$ cat src/rtl/s247_core_dispatcher.sv
// s247_core_dispatcher
// Initiator-side driver for one s247 compute core. Takes GPS fixes from a
// valid/ready stream, hands each fix plus the latched geofence to the core,
// pulses core_enable, waits for done/halt (with a timeout) and emits a tagged
// verdict. Breach and timeout status are held in sticky flags.
module s247_core_dispatcher #(
    parameter int DATA_WIDTH     = 32,
    parameter int TIMEOUT_CYCLES = 64,
    parameter int STOP_ON_BREACH = 1,
    parameter int SEQ_WIDTH      = 16
) (
    input  logic                  clk,
    input  logic                  rst_n,
    input  logic                  s_valid,
    output logic                  s_ready,
    input  logic [DATA_WIDTH-1:0] s_lat,
    input  logic [DATA_WIDTH-1:0] s_lon,
    input  logic                  cfg_load,
    input  logic [DATA_WIDTH-1:0] cfg_lat,
    input  logic [DATA_WIDTH-1:0] cfg_lon,
    input  logic [DATA_WIDTH-1:0] cfg_rad,
    output logic                  core_enable,
    output logic [DATA_WIDTH-1:0] core_gps_lat,
    output logic [DATA_WIDTH-1:0] core_gps_lon,
    output logic [DATA_WIDTH-1:0] core_fence_lat,
    output logic [DATA_WIDTH-1:0] core_fence_lon,
    output logic [DATA_WIDTH-1:0] core_fence_rad,
    input  logic [DATA_WIDTH-1:0] core_result,
    input  logic                  core_done,
    input  logic                  core_halt,
    output logic                  m_valid,
    input  logic                  m_ready,
    output logic [DATA_WIDTH-1:0] m_result,
    output logic                  m_inside,
    output logic [SEQ_WIDTH-1:0]  m_seq,
    output logic                  breach_irq,
    input  logic                  breach_clr,
    output logic                  err_timeout
);

    // Q16.16 value 1.0: the core's "inside" answer
    localparam logic [DATA_WIDTH-1:0] ONE_Q = DATA_WIDTH'(32'h0001_0000);
    localparam int TW = $clog2(TIMEOUT_CYCLES) + 1;

    typedef enum logic [2:0] {
        IDLE   = 3'd0,
        ISSUE  = 3'd1,
        WAIT   = 3'd2,
        OUTPUT = 3'd3,
        LOCKED = 3'd4
    } state_t;

    state_t                state_q, state_d;
    logic [DATA_WIDTH-1:0] lat_q, lat_d, lon_q, lon_d;
    logic [DATA_WIDTH-1:0] flat_q, flat_d, flon_q, flon_d, frad_q, frad_d;
    logic [TW-1:0]         timer_q, timer_d;
    logic                  halt_seen_q, halt_seen_d;
    logic [DATA_WIDTH-1:0] res_q, res_d;
    logic                  inside_q, inside_d;
    logic [SEQ_WIDTH-1:0]  seq_q, seq_d;
    logic                  breach_q, breach_d;
    logic                  err_q, err_d;

    // State register and datapath registers; reset clears everything
    always_ff @(posedge clk or negedge rst_n) begin
        if (!rst_n) begin
            state_q     <= IDLE;
            lat_q       <= '0;
            lon_q       <= '0;
            flat_q      <= '0;
            flon_q      <= '0;
            frad_q      <= '0;
            timer_q     <= '0;
            halt_seen_q <= 1'b0;
            res_q       <= '0;
            inside_q    <= 1'b0;
            seq_q       <= '0;
            breach_q    <= 1'b0;
            err_q       <= 1'b0;
        end else begin
            state_q     <= state_d;
            lat_q       <= lat_d;
            lon_q       <= lon_d;
            flat_q      <= flat_d;
            flon_q      <= flon_d;
            frad_q      <= frad_d;
            timer_q     <= timer_d;
            halt_seen_q <= halt_seen_d;
            res_q       <= res_d;
            inside_q    <= inside_d;
            seq_q       <= seq_d;
            breach_q    <= breach_d;
            err_q       <= err_d;
        end
    end

    // Next-state logic: sequencing of one fix through the core
    always_comb begin
        state_d     = state_q;
        lat_d       = lat_q;
        lon_d       = lon_q;
        flat_d      = flat_q;
        flon_d      = flon_q;
        frad_d      = frad_q;
        timer_d     = timer_q;
        halt_seen_d = halt_seen_q;
        res_d       = res_q;
        inside_d    = inside_q;
        seq_d       = seq_q;
        err_d       = err_q;
        // A clear in any state drops the flag; a same-cycle set below overrides it
        breach_d    = breach_clr ? 1'b0 : breach_q;

        case (state_q)
            IDLE: begin
                // Fence load and fix accept may coincide: the fix sees the new fence
                if (cfg_load) begin
                    flat_d = cfg_lat;
                    flon_d = cfg_lon;
                    frad_d = cfg_rad;
                end
                if (s_valid) begin
                    lat_d   = s_lat;
                    lon_d   = s_lon;
                    state_d = ISSUE;
                end
            end
            ISSUE: begin
                timer_d     = '0;
                halt_seen_d = 1'b0;
                state_d     = WAIT;
            end
            WAIT: begin
                timer_d     = timer_q + 1'b1;
                halt_seen_d = halt_seen_q | core_halt;
                // Completion has priority over a timeout landing on the same cycle
                if (core_done) begin
                    res_d    = core_result;
                    inside_d = (core_result == ONE_Q) && !halt_seen_q && !core_halt;
                    state_d  = OUTPUT;
                end else if (timer_q == TW'(TIMEOUT_CYCLES - 1)) begin
                    err_d   = 1'b1;
                    state_d = IDLE;
                end
            end
            OUTPUT: begin
                if (m_ready) begin
                    seq_d = seq_q + 1'b1;
                    if (!inside_q) begin
                        breach_d = 1'b1;
                        state_d  = (STOP_ON_BREACH != 0) ? LOCKED : IDLE;
                    end else begin
                        state_d = IDLE;
                    end
                end
            end
            LOCKED: begin
                if (cfg_load) begin
                    flat_d = cfg_lat;
                    flon_d = cfg_lon;
                    frad_d = cfg_rad;
                end
                if (breach_clr) begin
                    state_d = IDLE;
                end
            end
            default: state_d = IDLE;
        endcase
    end

    // Ready is masked by reset so every output reads 0 while rst_n is low
    assign s_ready        = (state_q == IDLE) && rst_n;
    assign core_enable    = (state_q == ISSUE);
    assign m_valid        = (state_q == OUTPUT);
    assign core_gps_lat   = lat_q;
    assign core_gps_lon   = lon_q;
    assign core_fence_lat = flat_q;
    assign core_fence_lon = flon_q;
    assign core_fence_rad = frad_q;
    assign m_result       = res_q;
    assign m_inside       = inside_q;
    assign m_seq          = seq_q;
    assign breach_irq     = breach_q;
    assign err_timeout    = err_q;

endmodule

$ cat config.mk
export PLATFORM = sky130hd
export DESIGN_NAME = s247_core_dispatcher
export DESIGN_NICKNAME = d
export VERILOG_FILES = /design/src/rtl/s247_core_dispatcher.sv
export SDC_FILE = /design/constraint.sdc
export NUM_CORES = 1
export LEC_CHECK = 0
export ABC_AREA = 1
export CELL_PAD_IN_SITES_DETAIL_PLACEMENT = 1
export CELL_PAD_IN_SITES_GLOBAL_PLACEMENT = 1
export CORE_ASPECT_RATIO = 0.9
export CORE_UTILIZATION = 29
export CTS_BUF_LIST = sky130_fd_sc_hd__clkbuf_8
export CTS_CLUSTER_SIZE = 8
export DETAILED_ROUTE_END_ITERATION = 6
export PLACE_DENSITY = 0.77
export REMOVE_ABC_BUFFERS = 1
export SKIP_CTS_REPAIR_TIMING = 1
export SYNTH_ARGS = -nofsm -noshare
export SYNTH_HDL_FRONTEND = slang
export SYNTH_SLANG_ARGS = --single-unit
$ cat constraint.sdc
create_clock -name clk -period 1.5 [get_ports clk]
set_input_delay 0.15 -clock clk [delete_from_list [all_inputs] [get_ports clk]]
set_output_delay 0.15 -clock clk [all_outputs]
set_load 0.01 [all_outputs]
==> flow_summary_export.csv <==
group,metric,value,unit
status,status,"finished with violations",
status,violations,"setup timing",
logic_synthesis,yosysSeqAreaShare,0.623,
worst_hold_path,hp-class,"input port to async pin",
drt,detail_route.iter0.violations,203,
global_route,antenna_found_initial,2,
timing,fin_skew,0.0147,ns
placed_design,dp_hpwl,22400,µm
clocking,ctsHtreeMaxLevel,2,
clocking,cts_tree,"yes",
die,die-area,0.0314,mm²
global_route,use_met2,0.328,
timing,layout_setup_ws,-0.161,ns
timing,whs,0.189,ns
timing,clock.fmax,602,MHz
logic_synthesis,syn_area_per_cell,13.0,µm²
drt,ant_nets,0,
global_route,grt_overflow,0,
global_route,grt_pass1_vias,7701,
global_route,grt_use_met1,0.213,
timing,setup_violations,113,
placed_design,port_buffers,413,
layout,nets,1365,
logic_synthesis,synthTopCellsByArea,"dfrtp_1, mux2_2, mux2_4, nand2_1, inv_1",
timing,fin_crit_sh,1.11,
placed_design,place.gp.congestion,0.789,
die,core_area,0.0300,mm²
logic_synthesis,yosys-mux-area-fraction,0.219,
logic_synthesis,synth.cell_area,0.00891,mm²
logic_synthesis,synth_area_leader_cell,"dfrtp_1",
die,io_pins,414,
setup_path,cp_data_required_time,1.92,ns
die,die_x,187,µm
clocking,clock_latency,0.53,ns
logic_synthesis,yosys.area_share.xor_xnor,0.00590,
placed_design,dpl_cell_area,0.0138,mm²
timing,final.min_clock_period,1.66,ns
setup_path,rrSetupSlack,-0.16,ns
clocking,clock_sink_count,222,
logic_synthesis,synthSimpleGateAreaFrac,0.0960,
power,vdd_drop_max,0.000730,V
global_route,grt.total_usage,0.186,
timing,rsz0062_at_grt,"yes",
setup_path,critPathKind,"register to register",
drt,via_per_inst,4.50,
power,p_leak,8.84,nW
global_route,grt.busiest_layer,"met2",
drt,drt-total-wl,32300,µm
setup_path,reg2reg_depth,7,
logic_synthesis,synth_cell_types,34,
logic_synthesis,synthCells,684,
timing,hold_viol,0,
clocking,clk_pin_slew,0.06,ns
layout,fin_area,0.0154,mm²
timing,report.final.slew_viol_count,0,
drt,dr.pass1.iters,4,
die,rows,60,
logic_synthesis,synth_top_family_by_area,"multiplexers",
clocking,root_buffer,"clkbuf_8",
logic_synthesis,ys_ff_latch,222,
logic_synthesis,synth-compound-area-share,0.0192,
setup_path,worstPathMaxFanout,13,
global_route,grt.met3_usage,0.0596,
global_route,grt_pass1_wl,45600,µm
logic_synthesis,synth_top_area_frac,0.623,
drt,drc,0,
setup_path,crit-reg2reg-launch,"state_q[1]$_DFFE_PN0P_",
logic_synthesis,ys_warn_count,0,
clocking,cts_made_buffers,41,
layout,drive_above_1_share,0.239,
setup_path,end_kind,"register",
logic_synthesis,synth-adder-area-share,0.00281,
setup_path,arrival,2.08,ns
setup_path,critPathLaunchType,"register",
setup_path,r2r-end,"core_fence_lat[0]$_DFFE_PN0P_",
drt,wire_per_inst,20.3,µm
die,die_h,168,µm
die,initial_core_util,0.297,
layout,final_cells,1594,
timing,maxSlewHeadroom,0.663,
placed_design,dp_slack,-0.132,ns
layout,syn_to_final_growth,72.4,%
drt,vias,7174,
global_route,grt_max_degree,88,
placed_design,dp_cells,1511,
power,p_per_area,1930,mW/mm²
run,drv_cap,0,
timing,tightest_slew,0.504,ns
clocking,cts_buffer_depth,3,
[area by class of cell]
| cell class | count | area (µm²) |
|---|---|---|
| fillers | 3079 | 14700 |
| clock inverters | 21 | 95.1 |
| clock buffers | 49 | 674 |
| multi-input cells | 398 | 3170 |
| well taps | 403 | 504 |
| inverters | 43 | 161 |
| flip-flops and latches | 222 | 5560 |
| diodes | 1 | 2.50 |
| repair buffers | 457 | 5210 |
[synthesized netlist by cell type]
master and n:
nand3_2 1, buf_2 16, nand4_2 1, nand2_2 1, xnor2_1 3, a22o_1 1, nor2_4 2, inv_1 42
o21a_1 1, dfrtp_1 222, a31oi_1 1, nor2_1 30, buf_6 5, nand3_1 18, nor3_1 5, a21oi_1 2
nand2_1 127, nand3_4 1, inv_2 1, nand3b_1 3, o31ai_1 1, clkbuf_1 1, a31o_2 1, a22oi_1 1
nor3_2 1, nor2_2 1, mux2_1 5, and3_1 1, mux2_4 40, ha_1 2, nand4_1 6, mux2_2 115
o21ai_0 23, xor2_1 3
[how the worst max path moves through the flow]
stage                           startpoint                              to  slack, ns  cells past startpoint
finish              state_q[1]$_DFFE_PN0P_   core_fence_lat[0]$_DFFE_PN0P_      -0.16                      7
global route        state_q[1]$_DFFE_PN0P_                         s_ready      -0.22                      4
CTS                 state_q[0]$_DFFE_PN0P_                         m_valid      -0.64                      4
detailed placement                cfg_load  core_fence_rad[30]$_DFFE_PN0P_      -0.13                      4
global placement                  cfg_load  core_fence_lon[11]$_DFFE_PN0P_      -0.11                      4
floorplan           state_q[1]$_DFFE_PN0P_  core_fence_lat[31]$_DFFE_PN0P_      -1.04                      3
[cell families (layout without fill, tap and decap cells)]
kind of cell / Yosys count / in the layout
xor+xnor: 6 / 6
simple gates: 198 / 199
fa+ha+maj: 2 / 2
buf+inv: 65 / 570
other cells: 0 / 1
flops: 222 / 222
compound gates: 31 / 31
mux: 160 / 160
[cells in the final DEF, fill, tap and decap left out, types with 21 or more instances in the layout]
| cell type | synthesis | layout |
|---|---|---|
| clkdlybuf4s50_1 | 0 | 198 |
| clkbuf_8 | 0 | 49 |
| buf_4 | 0 | 24 |
| mux2_2 | 115 | 115 |
| nor2_1 | 30 | 23 |
| o21ai_0 | 23 | 21 |
| inv_1 | 42 | 54 |
| nand2_1 | 127 | 126 |
| mux2_4 | 40 | 42 |
| dfrtp_1 | 222 | 220 |
| dlymetal6s2s_1 | 0 | 211 |
[routing by layer]
metal,part of all wire,vias to the layer above
met5,0.00040,-
met4,0.028,2
met3,0.067,66
met2,0.52,277
met1,0.39,3588
li1,-,3241
[power breakdown]
part           leakage, nW  total (mW)  internal (mW)  switching, mW
logic                 5.72        13.8           8.00           5.81
clock network        0.455        5.50           2.95           2.54
registers             2.67        10.3           8.78           1.50
[registers in the layout, summed over array words and instances, names as in the netlist]
| signal | flops |
|---|---|
| core_fence_lat | 32 |
| core_fence_lon | 32 |
| core_fence_rad | 32 |
| core_gps_lat | 32 |
| core_gps_lon | 32 |
| m_result | 32 |
| m_seq | 16 |
| timer_q | 7 |
| state_q | 3 |
| breach_irq | 1 |
| err_timeout | 1 |
| halt_seen_q | 1 |
| m_inside | 1 |
[worst max-delay path, stage by stage (launching register included)]
cell and delay, ns:
dfrtp_1 0.39, buf_4 0.15, nor2_4 0.11, buf_4 0.12
buf_8 0.13, nand2_8 0.11, buf_8 0.21, mux2_4 0.31
[metrics by stage]
| step | power (mW) | utilization | TNS [ns] |
|---|---|---|---|
| 5_1_grt | 31.2 | 0.512 | -21.93 |
| 3_5_place_dp | 24.2 | 0.458 | -5.53 |
| 4_1_cts | 29.9 | 0.484 | -35.06 |
| 2_1_floorplan | 16.0 | - | -120.01 |
| 6_report | 29.6 | 0.512 | -10.57 |
| 3_3_place_gp | 23.6 | 0.458 | -5.27 |
No activity file was read; power rests on OpenSTA's default activity.
